--- src/rtl/uart_rx_word.sv ---
// 8N1 UART receiver that packs up to eight bytes (LSB first) into a 64-bit word.
// Short words are committed after an inter-byte idle timeout with upper bytes zero.
//
// state    | meaning
// ---------+--------------------------------------------------------------
// st_idle  | line idle, waiting for a start edge; runs the idle timeout
// st_start | validating the start bit at mid-bit
// st_data  | sampling 8 data bits at mid-bit, LSB first
// st_stop  | sampling the stop bit; stores byte or flags a framing error
// st_break | framing error seen; wait for the line to return high
module uart_rx_word #(
  parameter int clk_per_bit  = 434,
  parameter int timeout_bits = 20
) (
  input  logic        clock,
  input  logic        reset,
  input  logic        rx_serial,
  output logic [63:0] rx_word,
  output logic        rx_valid,
  output logic [3:0]  rx_nbytes,
  output logic        rx_busy,
  output logic        frame_err
);

  localparam int cnt_w      = $clog2(clk_per_bit);
  localparam int idle_total = timeout_bits * clk_per_bit;
  localparam int idle_w     = $clog2(idle_total);

  localparam logic [cnt_w-1:0]  half_bit  = cnt_w'((clk_per_bit - 1) / 2);
  localparam logic [cnt_w-1:0]  full_bit  = cnt_w'(clk_per_bit - 1);
  localparam logic [cnt_w-1:0]  cnt_one   = cnt_w'(1);
  localparam logic [idle_w-1:0] idle_last = idle_w'(idle_total - 1);
  localparam logic [idle_w-1:0] idle_one  = idle_w'(1);

  localparam logic [2:0] st_idle  = 3'd0;
  localparam logic [2:0] st_start = 3'd1;
  localparam logic [2:0] st_data  = 3'd2;
  localparam logic [2:0] st_stop  = 3'd3;
  localparam logic [2:0] st_break = 3'd4;

  logic              sync_1;
  logic              rx_s;
  logic [2:0]        state;
  logic [cnt_w-1:0]  clk_count;
  logic [2:0]        bit_idx;
  logic [2:0]        byte_idx;
  logic [7:0]        shreg;
  logic [63:0]       acc;
  logic [idle_w-1:0] idle_cnt;
  logic              timeout_hit;

  assign timeout_hit = (state == st_idle) && (byte_idx != 3'd0) && (idle_cnt == idle_last);

  always_ff @(posedge clock) begin
    if (reset) begin
      sync_1 <= 1'b1;
      rx_s   <= 1'b1;
    end else begin
      sync_1 <= rx_serial;
      rx_s   <= sync_1;
    end
  end

  always_ff @(posedge clock) begin
    if (reset) begin
      state     <= st_idle;
      clk_count <= '0;
      bit_idx   <= 3'd0;
      byte_idx  <= 3'd0;
      shreg     <= 8'h00;
      acc       <= 64'h0;
      idle_cnt  <= '0;
      rx_word   <= 64'h0;
      rx_valid  <= 1'b0;
      rx_nbytes <= 4'd0;
      rx_busy   <= 1'b0;
      frame_err <= 1'b0;
    end else begin
      rx_valid  <= 1'b0;
      frame_err <= 1'b0;

      // Timeout commit is independent of start detection so both can fire together.
      if (timeout_hit) begin
        rx_word   <= acc;
        rx_nbytes <= {1'b0, byte_idx};
        rx_valid  <= 1'b1;
        acc       <= 64'h0;
        byte_idx  <= 3'd0;
        idle_cnt  <= '0;
      end else if ((state == st_idle) && (byte_idx != 3'd0)) begin
        idle_cnt <= idle_cnt + idle_one;
      end

      case (state)
        st_idle: begin
          if (!rx_s) begin
            clk_count <= '0;
            rx_busy   <= 1'b1;
            state     <= st_start;
          end
        end

        st_start: begin
          if (clk_count == half_bit) begin
            clk_count <= '0;
            if (!rx_s) begin
              bit_idx <= 3'd0;
              state   <= st_data;
            end else begin
              rx_busy <= 1'b0;
              state   <= st_idle;
            end
          end else begin
            clk_count <= clk_count + cnt_one;
          end
        end

        st_data: begin
          if (clk_count == full_bit) begin
            clk_count <= '0;
            shreg     <= {rx_s, shreg[7:1]};
            if (bit_idx == 3'd7) begin
              state <= st_stop;
            end else begin
              bit_idx <= bit_idx + 3'd1;
            end
          end else begin
            clk_count <= clk_count + cnt_one;
          end
        end

        st_stop: begin
          if (clk_count == full_bit) begin
            clk_count <= '0;
            rx_busy   <= 1'b0;
            idle_cnt  <= '0;
            if (rx_s) begin
              if (byte_idx == 3'd7) begin
                rx_word   <= {shreg, acc[55:0]};
                rx_nbytes <= 4'd8;
                rx_valid  <= 1'b1;
                acc       <= 64'h0;
                byte_idx  <= 3'd0;
              end else begin
                acc[{byte_idx, 3'b000} +: 8] <= shreg;
                byte_idx <= byte_idx + 3'd1;
              end
              // Leaving half a bit early lets a back-to-back start bit be caught.
              state <= st_idle;
            end else begin
              frame_err <= 1'b1;
              acc       <= 64'h0;
              byte_idx  <= 3'd0;
              state     <= st_break;
            end
          end else begin
            clk_count <= clk_count + cnt_one;
          end
        end

        st_break: begin
          if (rx_s) begin
            state <= st_idle;
          end
        end

        default: begin
          state <= st_idle;
        end
      endcase
    end
  end

endmodule

--- config.mk ---
export PLATFORM = sky130hd
export DESIGN_NAME = uart_rx_word
export DESIGN_NICKNAME = d
export VERILOG_FILES = /design/src/rtl/uart_rx_word.sv
export SDC_FILE = /design/constraint.sdc
export NUM_CORES = 1
export LEC_CHECK = 0
export BUFFER_PORTS_ARGS = -buffer_cell sky130_fd_sc_hd__buf_2
export CAP_MARGIN = 20
export CORE_MARGIN = 4
export CORE_UTILIZATION = 40
export CTS_CLUSTER_DIAMETER = 120
export DETAILED_ROUTE_END_ITERATION = 10
export GPL_ROUTABILITY_DRIVEN = 0
export GPL_TIMING_DRIVEN = 1
export SYNTH_ARGS = -nofsm -noshare
export SYNTH_HDL_FRONTEND = slang
export SYNTH_SLANG_ARGS = --single-unit
export TNS_END_PERCENT = 100
--- constraint.sdc ---
create_clock -name clock -period 8.33 [get_ports clock]
set_clock_uncertainty 0.1 [all_clocks]
set_input_delay 1.666 -clock clock [delete_from_list [all_inputs] [get_ports clock]]
set_output_delay 1.666 -clock clock [all_outputs]
set_load 0.01 [all_outputs]
After elaboration in Yosys (flattened, before gate mapping)

Index checks and enable logic that the tools add are counted.

Shift operators: 2
Reductions and logical operators: 14
Bitwise logic cells: 2
$add $sub $neg: 5
Multiplexer cells: 55
Equal/unequal tests: 18

Operators by type and width:

| cell                                                 | count |
|---|---|
| two-way mux 64 bit                                   | 11 |
| bitwise mux 64 bit                                   | 1 |
| variable shift 8 x 8 -> 64 bit, first input constant | 1 |
| indexed part select 8 x 8 -> 64 bit                  | 1 |
| two-way mux 14 bit                                   | 4 |
| two-way mux 3 bit                                    | 16 |
| two-way mux 9 bit                                    | 3 |
| case mux 9 bit (3 select lines)                      | 1 |
| two-way mux 4 bit                                    | 5 |
| inequality test 2 bit, second input constant         | 9 |
| case mux 3 bit (5 select lines)                      | 1 |
| adder 14 x 1 -> 14 bit, second input constant        | 1 |
| equality test 14 bit, second input constant          | 1 |
| two-way mux 1 bit                                    | 10 |
| AND reduction 5 bit                                  | 2 |
| adder 9 x 1 -> 9 bit, second input constant          | 1 |
| equality test 3 bit, second input constant           | 3 |
| equality test 9 x 8 -> 1 bit, second input constant  | 1 |
| equality test 9 bit, second input constant           | 1 |
| nonzero test 3 bit                                   | 3 |
| negator 6 -> 8 bit                                   | 1 |
| adder 3 x 1 -> 3 bit, second input constant          | 2 |
| equality test 3 x 2 -> 1 bit, second input constant  | 2 |
| case mux 3 bit (2 select lines)                      | 1 |
| other kinds (11)                                     | 14 |

Register bits: 177
Output and inout bits: 71

Depth between registers and ports, before layout

Word-level depth: 10
Depth in mapped cells: 11

Least setup slack after synthesis

Ideal clock, no wire load.

Kind: input to register
Start: input port reset
End: register acc[56]
Data arrival time: 2.929 ns
Setup time: 0.064 ns
Path buffers: 3
Path slack: 5.238 ns
Required time: 8.166 ns
Stages on the path: 6
Cells stage by stage: clkbuf_1 -> a41o_1 -> buf_2 -> a21oi_2 -> clkbuf_1 -> a32o_1

RTL lines:

| element                       | line | RTL |
|---|---|---|
| start, declared               | 16   | `input logic reset,` |
| end signal, assigned by index | 145  | `acc[{byte_idx, 3'b000} +: 8] <= shreg;` |
| end, declared                 | 48   | `logic [63:0] acc;` |

==> metrics.cfg <==
[logic_synthesis]
synth-edff-count=0
synth_nets=784
synth_compound_area_frac=0.168
synthArstFlopShare=0
synth_top_area_cell=dfxtp_1
synthSimpleGateAreaFrac=0.187
synth_top_family_by_area=simple AND/OR/NAND/NOR gates
yosysWarnings=0
synth_xor_area_frac=0.0133
syn_area_um2=7220
ys_ff_latch=177
synthAdderAreaFrac=0.0191
synth_ff_type=dfxtp_1
ys_seq_area_frac=0.491
synth_top_area_frac=0.491
synth_cell_type_count=54
synthMuxAreaShare=0.0818
netlist_top_cells_area=dfxtp_1 (49%), a32o_1 (8.9%), mux2i_1 (8.2%)
synth_cells=770
avgSynthCellArea_um2=9.38

[job]
maxCapViolCount=0

[global_routing]
grt_usage=0.178
grt_pass1_vias=5634
grt_overflow_total=0
grt_pass1_wl_um=29000
grt_max_degree=75
antenna_found_initial=0

[layout]
diodes=0
drive_gt1_frac=0.160
final_area_um2=8320
layout.nets=822
area_growth_pct=15.2

[detailed_routing]
routed_wl_um=17800
drtAntennaViolNets=0
route.detailed.drc=0
vias_per_cell=5.56
drtPass1Iterations=4
wl_per_cell_um=17.1
detail_route.iter0.violations=362
vias=5815

[timing]
hold_viol_final=0
fin_crit_sh=0.448
setup_viol=0
worst_slack_ps=4600
slew_headroom=0.324
slew_viol_final=0
period_needed_ps=3730
finalSetupTns_ps=0
max_freq_mhz=268
worstMarginPinSlew_ps=1010
rsz0062_at_grt=no

[clocking]
clk_pin_slew_ps=60
cts_hold_buf=0
cts_buffers=17
clock_path_buffers=2
cts_num_sinks=177
cts_setup_buffers=0
post_cts_resized=0
insertion_delay_ps=430
cts_htree_levels=4
cts_tree=yes
cts-root-buf=clkbuf_16

[worst_setup_path]
crit_path_start_kind=primary input
cp-end-kind=flip-flop
crit_required_ps=8520
criticalPathCategory=primary input to flip-flop
critPathMaxFanout=74
cp.arrival_ps=3920

[floorplanning]
die-area_um2=20300
die_w_um=142
core-area_um2=17500
initial_utilization=0.413
die_h_um=142
boundaryPins=74
rows=48

[placement]
hpwlAfterDp_um=11900
placed_area_um2=7690
pre_cts_ws_ps=4080
port_buffers=73

[min_path]
hold_class=flip-flop to flip-flop

[pwr]
ir_drop_uv=177
powerDensity_nw_per_um2=206
p_leak_nw=3.34

[run_status]
status=completed

==> final timing paths <==
| kind | from | slack, ps | depth (start not counted) | end |
|---|---|---|---|---|
| worst max-delay path | reset | 4600 | 5 | idle_cnt[10] |
| worst min register to register | sync_1 | 310 | 1 | rx_s |
| worst max register to register | byte_idx[0] | 4930 | 8 | rx_word[15] |
| worst min-delay path | sync_1 | 310 | 1 | rx_s |
==> metal layers <==
metal / global-route usage / part of all wire / up-vias / wire length (um)
li1: - / - / 2865 / -
met5: 0 / 0 / - / 0
met1: 0.242 / 0.48 / 2793 / 8480
met2: 0.283 / 0.47 / 139 / 8310
met4: 0.0525 / 0.011 / 0 / 188
met3: 0.0410 / 0.048 / 18 / 860
==> critical path: stages <==
cell	delay [ps]
buf_2	510
clkinv_2	700
buf_4	550
o211ai_2	360
nor2_1	100
==> synth_stat cells, types with 9 or more instances <==
library cell and instances:
nor3_1 19, a32o_1 64, a21oi_1 31, nand3_1 28, ha_1 11, nor2_1 22, mux2i_1 59, clkbuf_1 42
o21ai_0 26, inv_1 10, nand2_1 145, dfxtp_1 177, buf_1 9
==> kinds of logic after synthesis <==
logic type / Yosys count
and+or+nand+nor: 281
buffers and inverters: 72
adders and majority gates: 11
xor gates and xnor gates: 11
DFF: 177
AOI/OAI and AO/OA: 159
muxes: 59
==> power breakdown <==
group	internal (mW)	total, mW	switching, mW	leakage, nW
sequential	0.847	0.849	0.00202	1.43
combinational	0.00535	0.0283	0.0230	1.61
clock	0.509	0.833	0.324	0.304
==> state kept, by name (all words and copies together), names as in the netlist <==
| signal | count |
|---|---|
| shreg | 8 |
| idle_cnt | 14 |
| rx_s | 1 |
| rx_word | 64 |
| state | 3 |
| bit_idx | 3 |
| byte_idx | 3 |
| rx_nbytes | 4 |
| frame_err | 1 |
| sync_1 | 1 |
| rx_valid | 1 |
| acc | 64 |
| rx_busy | 1 |
| clk_count | 9 |
==> layout make-up <==
cell class	instances	area, um^2
clock buffers	22	494
flip-flops and latches	177	3540
well taps	225	282
inverters	11	42.5
multi-input cells	521	3410
fillers	1638	9160
clock inverters	9	129
repair buffers	80	415
==> placed cells by master (no fill, tap or decap), types with 3 or more instances in the layout <==
cell and instances:
dfxtp_1 177, nand2_1 145, buf_2 74, a32o_1 64
mux2i_1 59, a21oi_1 31, nand3_1 28, o21ai_0 26
nor2_1 22, nor3_1 19, clkbuf_16 17, ha_1 11
inv_1 10, or2_2 8, or3_1 8, and2_1 8
xnor2_1 8, a31oi_1 8, o22ai_1 8, nand4_1 6
nor2b_1 5, nor4_1 5, clkbuf_8 5, buf_4 5
or4_1 4, clkinv_2 4, nand2b_1 3, or3b_2 3
xor2_1 3, o31a_1 3, o311ai_0 3, o211ai_1 3
bufinv_16 3
==> through the flow <==
stage                     hold WS [ps]  power (mW)  cells   util
after floorplan                    289       0.891    770      -
after global placement             292       0.896   1012  0.440
after detailed placement           300       0.897   1013  0.440
after CTS                          316        1.73   1044  0.476
after global routing               321        1.77   1045  0.476
final                              314        1.71   1045  0.476
No activity file was read; power rests on OpenSTA's default activity.
